## config.mk

```make
export PLATFORM = sky130hd
export DESIGN_NAME = param_value_sampler
export DESIGN_NICKNAME = d
export VERILOG_FILES = /design/src/rtl/param_sampler_pkg.sv /design/src/rtl/sampler_fifo.sv /design/src/rtl/param_value_sampler.sv
export SDC_FILE = /design/constraint.sdc
export NUM_CORES = 1
export LEC_CHECK = 0
export ABC_AREA = 1
export CAP_MARGIN = 20
export CORE_MARGIN = 2
export CORE_UTILIZATION = 59
export DETAILED_ROUTE_END_ITERATION = 6
export PLACE_DENSITY_LB_ADDON = 0.05
export SYNTH_ARGS = -nofsm -noshare
export SYNTH_HDL_FRONTEND = slang
export SYNTH_HIERARCHICAL = 1
export SYNTH_SLANG_ARGS = --single-unit
```

## constraint.sdc

```tcl
create_clock -name clk -period 3.1 [get_ports clk]
set_clock_uncertainty 0.15 [all_clocks]
set_input_delay 0.62 -clock clk [delete_from_list [all_inputs] [get_ports clk]]
set_output_delay 0.62 -clock clk [all_outputs]
set_load 0.005 [all_outputs]
```

## src/rtl/param_sampler_pkg.sv

```systemverilog
// -----------------------------------------------------------------------------
// param_sampler_pkg
//
// Purpose:
//   Shared types and constants for the parameter value sampler. Holds the
//   sampled data width, the data type carried through the FIFO, and the
//   two-state tracking FSM encoding.
//
// Contents:
//   DATA_W    - width of the sampled int value (32)
//   data_t    - logic [DATA_W-1:0]
//   state_t   - {IDLE, TRACK}, 2-bit encoded
//   is_change - full-width inequality between a new sample and the last one
// -----------------------------------------------------------------------------
package param_sampler_pkg;

    localparam int DATA_W = 32;

    typedef logic [DATA_W-1:0] data_t;

    typedef enum logic [1:0] {
        IDLE  = 2'd0,
        TRACK = 2'd1
    } state_t;

    // Plain bitwise comparison: sign and interpretation of the int are
    // irrelevant, any differing bit counts as a change.
    function automatic logic is_change(input data_t sample, input data_t last);
        return sample != last;
    endfunction

endpackage

```

## src/rtl/sampler_fifo.sv

```systemverilog
// -----------------------------------------------------------------------------
// sampler_fifo
//
// Purpose:
//   Small synchronous FIFO that queues accepted sample values between the
//   change detector and the downstream consumer. The head entry is presented
//   from storage only, so a value written on an edge becomes visible in the
//   following cycle.
//
// Parameters:
//   DEPTH - number of entries, power of two, at least 2
//
// Ports:
//   clk       in   rising-edge clock
//   rst_n     in   asynchronous active-low reset, empties the FIFO
//   push      in   write push_data this edge (ignored when full without pop)
//   push_data in   32-bit value to enqueue
//   pop       in   advance the head this edge (ignored when empty)
//   full      out  DEPTH entries held
//   empty     out  no entries held
//   head      out  value at the read pointer (meaningful only when !empty)
// -----------------------------------------------------------------------------
import param_sampler_pkg::*;

module sampler_fifo #(
    parameter int DEPTH = 4
) (
    input  logic              clk,
    input  logic              rst_n,
    input  logic              push,
    input  logic [DATA_W-1:0] push_data,
    input  logic              pop,
    output logic              full,
    output logic              empty,
    output logic [DATA_W-1:0] head
);

    localparam int AW = $clog2(DEPTH);
    localparam logic [AW:0] PTR_ONE = {{AW{1'b0}}, 1'b1};

    // Pointers carry one extra bit so that full and empty are distinguishable
    // when the index bits coincide.
    logic [AW:0] wr_ptr_q, wr_ptr_d;
    logic [AW:0] rd_ptr_q, rd_ptr_d;
    data_t       mem_q [DEPTH];
    data_t       mem_d [DEPTH];

    logic do_pop;
    logic do_push;

    assign empty = (wr_ptr_q == rd_ptr_q);
    assign full  = (wr_ptr_q[AW] != rd_ptr_q[AW]) &&
                   (wr_ptr_q[AW-1:0] == rd_ptr_q[AW-1:0]);
    assign head  = mem_q[rd_ptr_q[AW-1:0]];

    // A pop in the same cycle frees a slot, so a push into a full FIFO is
    // still taken when the head is leaving on the same edge.
    assign do_pop  = pop && !empty;
    assign do_push = push && (!full || do_pop);

    always_comb begin
        mem_d    = mem_q;
        wr_ptr_d = wr_ptr_q;
        rd_ptr_d = rd_ptr_q;
        if (do_push) begin
            mem_d[wr_ptr_q[AW-1:0]] = push_data;
            wr_ptr_d                = wr_ptr_q + PTR_ONE;
        end
        if (do_pop) begin
            rd_ptr_d = rd_ptr_q + PTR_ONE;
        end
    end

    always_ff @(posedge clk or negedge rst_n) begin
        if (!rst_n) begin
            wr_ptr_q <= '0;
            rd_ptr_q <= '0;
            for (int i = 0; i < DEPTH; i++) begin
                mem_q[i] <= '0;
            end
        end else begin
            wr_ptr_q <= wr_ptr_d;
            rd_ptr_q <= rd_ptr_d;
            mem_q    <= mem_d;
        end
    end

endmodule

```

## src/rtl/param_value_sampler.sv

```systemverilog
// -----------------------------------------------------------------------------
// param_value_sampler
//
// Purpose:
//   Watches a 32-bit int source (typically a module output whose value comes
//   from a parameter) and queues every new value it sees into a small FIFO,
//   presenting the queue as a valid/ready stream. The first sample after each
//   enable is always queued so the current parameter value is observable even
//   if it equals the reset value of the tracking register.
//
// Parameters:
//   K_INIT - reset value of the last-seen register
//   DEPTH  - FIFO entries, power of two, at least 2
//   CNT_W  - width of the saturating accepted-change counter
//
// Ports:
//   clk        in   rising-edge clock
//   rst_n      in   asynchronous active-low reset
//   k_i        in   sampled int value
//   en_i       in   sampling enable
//   out_valid  out  FIFO head holds valid data
//   out_ready  in   consumer takes the head this cycle
//   out_data   out  FIFO head value, forced to 0 when out_valid is low
//   change_cnt out  number of values accepted into the FIFO, saturating
//   overflow   out  sticky flag: a push was dropped on a full FIFO
// -----------------------------------------------------------------------------
import param_sampler_pkg::*;

module param_value_sampler #(
    parameter int K_INIT = 0,
    parameter int DEPTH  = 4,
    parameter int CNT_W  = 16
) (
    input  logic              clk,
    input  logic              rst_n,
    input  logic [DATA_W-1:0] k_i,
    input  logic              en_i,
    output logic              out_valid,
    input  logic              out_ready,
    output logic [DATA_W-1:0] out_data,
    output logic [CNT_W-1:0]  change_cnt,
    output logic              overflow
);

    localparam logic [CNT_W-1:0] CNT_MAX = {CNT_W{1'b1}};
    localparam logic [CNT_W-1:0] CNT_ONE = {{(CNT_W-1){1'b0}}, 1'b1};
    localparam data_t            LAST_RST = data_t'(K_INIT);

    state_t           state_q, state_d;
    data_t            last_q, last_d;
    logic [CNT_W-1:0] cnt_q, cnt_d;
    logic             overflow_q, overflow_d;

    logic  push_req;
    logic  pop_fire;
    logic  push_accept;
    logic  fifo_full;
    logic  fifo_empty;
    data_t fifo_head;

    sampler_fifo #(
        .DEPTH (DEPTH)
    ) u_fifo (
        .clk       (clk),
        .rst_n     (rst_n),
        .push      (push_req),
        .push_data (k_i),
        .pop       (pop_fire),
        .full      (fifo_full),
        .empty     (fifo_empty),
        .head      (fifo_head)
    );

    assign out_valid  = !fifo_empty;
    assign out_data   = fifo_empty ? '0 : fifo_head;
    assign change_cnt = cnt_q;
    assign overflow   = overflow_q;

    assign pop_fire    = out_valid && out_ready;
    assign push_accept = push_req && (!fifo_full || pop_fire);

    // Tracking FSM. IDLE primes on the first enabled cycle regardless of the
    // value; TRACK only pushes on a real change. The last-seen register
    // follows k_i whenever a push is requested, even if the FIFO drops it, so
    // a dropped value is not re-queued on the next cycle.
    always_comb begin
        state_d  = state_q;
        last_d   = last_q;
        push_req = 1'b0;
        unique case (state_q)
            IDLE: begin
                if (en_i) begin
                    push_req = 1'b1;
                    last_d   = k_i;
                    state_d  = TRACK;
                end
            end
            TRACK: begin
                if (!en_i) begin
                    state_d = IDLE;
                end else if (is_change(k_i, last_q)) begin
                    push_req = 1'b1;
                    last_d   = k_i;
                end
            end
            default: begin
                state_d = IDLE;
            end
        endcase
    end

    // Counter only moves on pushes the FIFO actually took; overflow latches
    // any push that was turned away.
    always_comb begin
        cnt_d      = cnt_q;
        overflow_d = overflow_q;
        if (push_accept && (cnt_q != CNT_MAX)) begin
            cnt_d = cnt_q + CNT_ONE;
        end
        if (push_req && !push_accept) begin
            overflow_d = 1'b1;
        end
    end

    always_ff @(posedge clk or negedge rst_n) begin
        if (!rst_n) begin
            state_q    <= IDLE;
            last_q     <= LAST_RST;
            cnt_q      <= '0;
            overflow_q <= 1'b0;
        end else begin
            state_q    <= state_d;
            last_q     <= last_d;
            cnt_q      <= cnt_d;
            overflow_q <= overflow_d;
        end
    end

endmodule

```

==> flow_summary_export.csv <==
group,metric,value,unit
timing,hold_viol_final,0,
detailed_routing,drcViolationCount,0,
synthesis,synth.area.mux_share,0,%
die,die_area,0.01799,mm^2
cts,cts_hold_buf,0,
synthesis,ys_seq_area_share,46.09,%
final_layout,fin_util,73.11,%
min_path,min_path_type,"in -> async",
pwr,p_per_area,1021,mW/mm^2
cts,max-clock-path-buffers,2,
critical_path,slowest_delay,0.45,ns
detailed_routing,routed.top_layer,"met4",
die,io-pin-count,86,
die,num_rows,47,
synthesis,synth-compound-area-share,5.624,%
placement,placedCellCount,1653,
critical_path,cp.depth,8,
detailed_routing,wl,29620,um
die,design.core.area,0.01658,mm^2
synthesis,synth_top_family_by_area,"simple AND/OR/NAND/NOR gates",
synthesis,syn-cell-area,0.009990,mm^2
critical_path,ff2ff_path_depth,11,
synthesis,syn_avg_cell_area,7.324,um^2
detailed_routing,drt-pass1-iter-count,7,
final_layout,final_cell_mix,"nand2_1, dfrtp_1, nand4_1",
synthesis,synth-simple-area-share,36.70,%
critical_path,worstReg2RegStart,"u_fifo/rd_ptr_q[1]",
grt,grt_pass1_wl,47720,um
pwr,leakagePower,6.568,nW
die,die_h,134.1,um
run,cap_violations,0,
placement,gp_congestion,0.9472,
synthesis,synth-xor-area-share,2.104,%
timing,slew_headroom,53.39,%
synthesis,yosys.cell_types.count,31,
detailed_routing,wl_met1,12030,um
critical_path,cp_top_family,"buffers and inverters",
final_layout,drive_gt1_share,8.874,%
cts,cts.reportedPaths.clkPinSlew,0.07,ns
critical_path,path_cells,"inv_2 > nand2_1 > nand2_2 > nand4_1 > inv_2 > buf_12 > nor2_1 > clkdlybuf4s50_1",
placement,io_buffer_count,85,
timing,period_share,98.76,%
critical_path,crit_top_cell,"inv_2",
timing,drv_slew,0,
grt,grt_usage,33.73,%
final_layout,diodes,0,
cts,numCtsBuffers,17,
final_layout,fin_cells,1685,
critical_path,required,2.33,ns
status,status,"finished clean",
pwr,power.total,0.01238,W
final_layout,syn_to_final_growth,21.37,%
detailed_routing,vias_per_cell,5.865,
timing,tightest_slew,0.6992,ns
critical_path,slowest_stage,"dfrtp_2",
grt,grt_max_degree,72,
detailed_routing,routedWlPerCell,17.58,um
detailed_routing,wl_met3,2937,um
detailed_routing,met2_length,13930,um
synthesis,synth-adder-area-share,1.002,%
final_layout,layout.nets,1498,
cts,clkSinkCount,184,
cts,insertion_delay,0.44,ns
die,initial_core_util,60.24,%
placement,hpwl,19320,um
cts,cts_tree,"yes",
final_layout,final_common_cell,"nand2_1",
timing,fmax,326.6,MHz
timing,period_minus_slack,3.062,ns
detailed_routing,ant_nets,0,
critical_path,cp-start-kind,"flop",
grt,antenna_found_initial,0,
pwr,ir_drop,0.6222,mV
timing,rsz0062_at_grt,"yes",
synthesis,synth_seq_cells,184,
timing,finalSetupViolations,0,
cts,h-tree-depth,4,
synthesis,syn_inst,1364,
detailed_routing,drt_iter0_markers,953,
die,die_x,134.1,um
synthesis,yosys_warnings,6,
critical_path,crit_buf_inv,4,
critical_path,cp.arrival,2.29,ns
detailed_routing,vias,9882,
critical_path,end_kind,"output pin",
critical_path,r2r_end,"change_cnt[14]",
synthesis,syn-num-nets,1408,
critical_path,regToRegSetupSlack,0.48,ns
grt,grt_overflow_total,0,
grt,grt_pass1_vias,9297,
timing,hold_ws,0.04746,ns
timing,tns,0,ns
cts,cts_root_buf,"clkbuf_16",
critical_path,crit_type,"reg -> out",
critical_path,crit_fanout,13,
[metal layers]
metal	track usage, %	up-vias
li1	-	4632
met1	46.14	4686
met2	52.28	491
met3	9.108	73
met4	11.87	0
met5	0	-
[Yosys cell counts]
master / count / area (um^2)
buf_2: 29 / 145.1
nor3_1: 4 / 20.02
and3_1: 1 / 6.260
nand4_2: 1 / 12.51
nand2_2: 1 / 6.260
nand2_1: 482 / 1809
nand3b_1: 2 / 15.01
inv_1: 111 / 416.7
xor2_1: 12 / 105.1
inv_2: 2 / 7.510
ha_1: 8 / 100.1
nand4_1: 156 / 975.9
nor2_4: 1 / 11.26
or2_2: 2 / 12.51
a21oi_1: 1 / 5.000
o21ai_0: 68 / 340.3
buf_4: 4 / 30.03
buf_1: 14 / 52.55
or2_1: 1 / 6.260
o21bai_1: 1 / 7.510
xnor2_1: 12 / 105.1
nand3_1: 48 / 240.2
dfrtp_1: 184 / 4604
clkbuf_2: 3 / 15.01
nor2_1: 134 / 503.0
o21ai_2: 1 / 8.760
buf_8: 1 / 15.01
o22ai_1: 32 / 200.2
nand3_4: 1 / 17.52
clkbuf_1: 44 / 165.2
nand3_2: 3 / 30.03
[per-stage QoR]
step / cell area (um^2) / setup WS [ns]
3_5_place_dp: 11410 / -0.05953
2_1_floorplan: 9990 / 0.6020
5_1_grt: 12120 / -0.03393
4_1_cts: 11990 / 0.002645
3_3_place_gp: 11410 / 0.01541
6_report: 12120 / 0.03836
[sequential cells by signal, indices dropped and copies added (netlist names)]
register	flops
last_q	32
change_cnt	16
u_fifo/mem_q	128
state_q	1
u_fifo/rd_ptr_q	3
overflow	1
u_fifo/wr_ptr_q	3
[logic make-up (layout without fill, tap and decap cells)]
family | Yosys count | count (layout)
simple gates | 837 | 837
buf+inv | 208 | 309
flops | 184 | 184
compound gates | 103 | 103
xor+xnor | 24 | 24
fa+ha+maj | 8 | 8
[power breakdown]
group	internal, W	leakage, nW	switching, W
Combinational	0.00256	3.99	0.00359
Sequential	0.00345	2.30	0.000676
Clock	0.00119	0.272	0.000912
[worst max path at each step]
stage / startpoint / endpoint
after floorplan: k_i[2] / u_fifo/mem_q[100]
after global placement: k_i[18] / u_fifo/mem_q[22]
after detailed placement: k_i[18] / u_fifo/mem_q[119]
after CTS: u_fifo/wr_ptr_q[1] / out_data[11]
after global routing: u_fifo/wr_ptr_q[1] / out_data[6]
final: u_fifo/wr_ptr_q[1] / out_data[6]
[area by class of cell]
cell class / count / area [um^2]
Clock buffer: 24 / 491.7
Clock inverter: 6 / 68.82
Fill cell: 1340 / 4459
Inverter: 113 / 430.4
Multi-Input combinational cell: 972 / 4554
Sequential cell: 184 / 4607
Tap cell: 220 / 275.3
Timing Repair Buffer: 166 / 1697
[what timing repair did]
item	CTS	global route
gates resized for setup	6	37
setup endpoints to repair	26	33
gates cloned	0	1
setup buffers	0	1
pin swaps	0	2
Note: power is estimated with default switching activity, not from simulation.
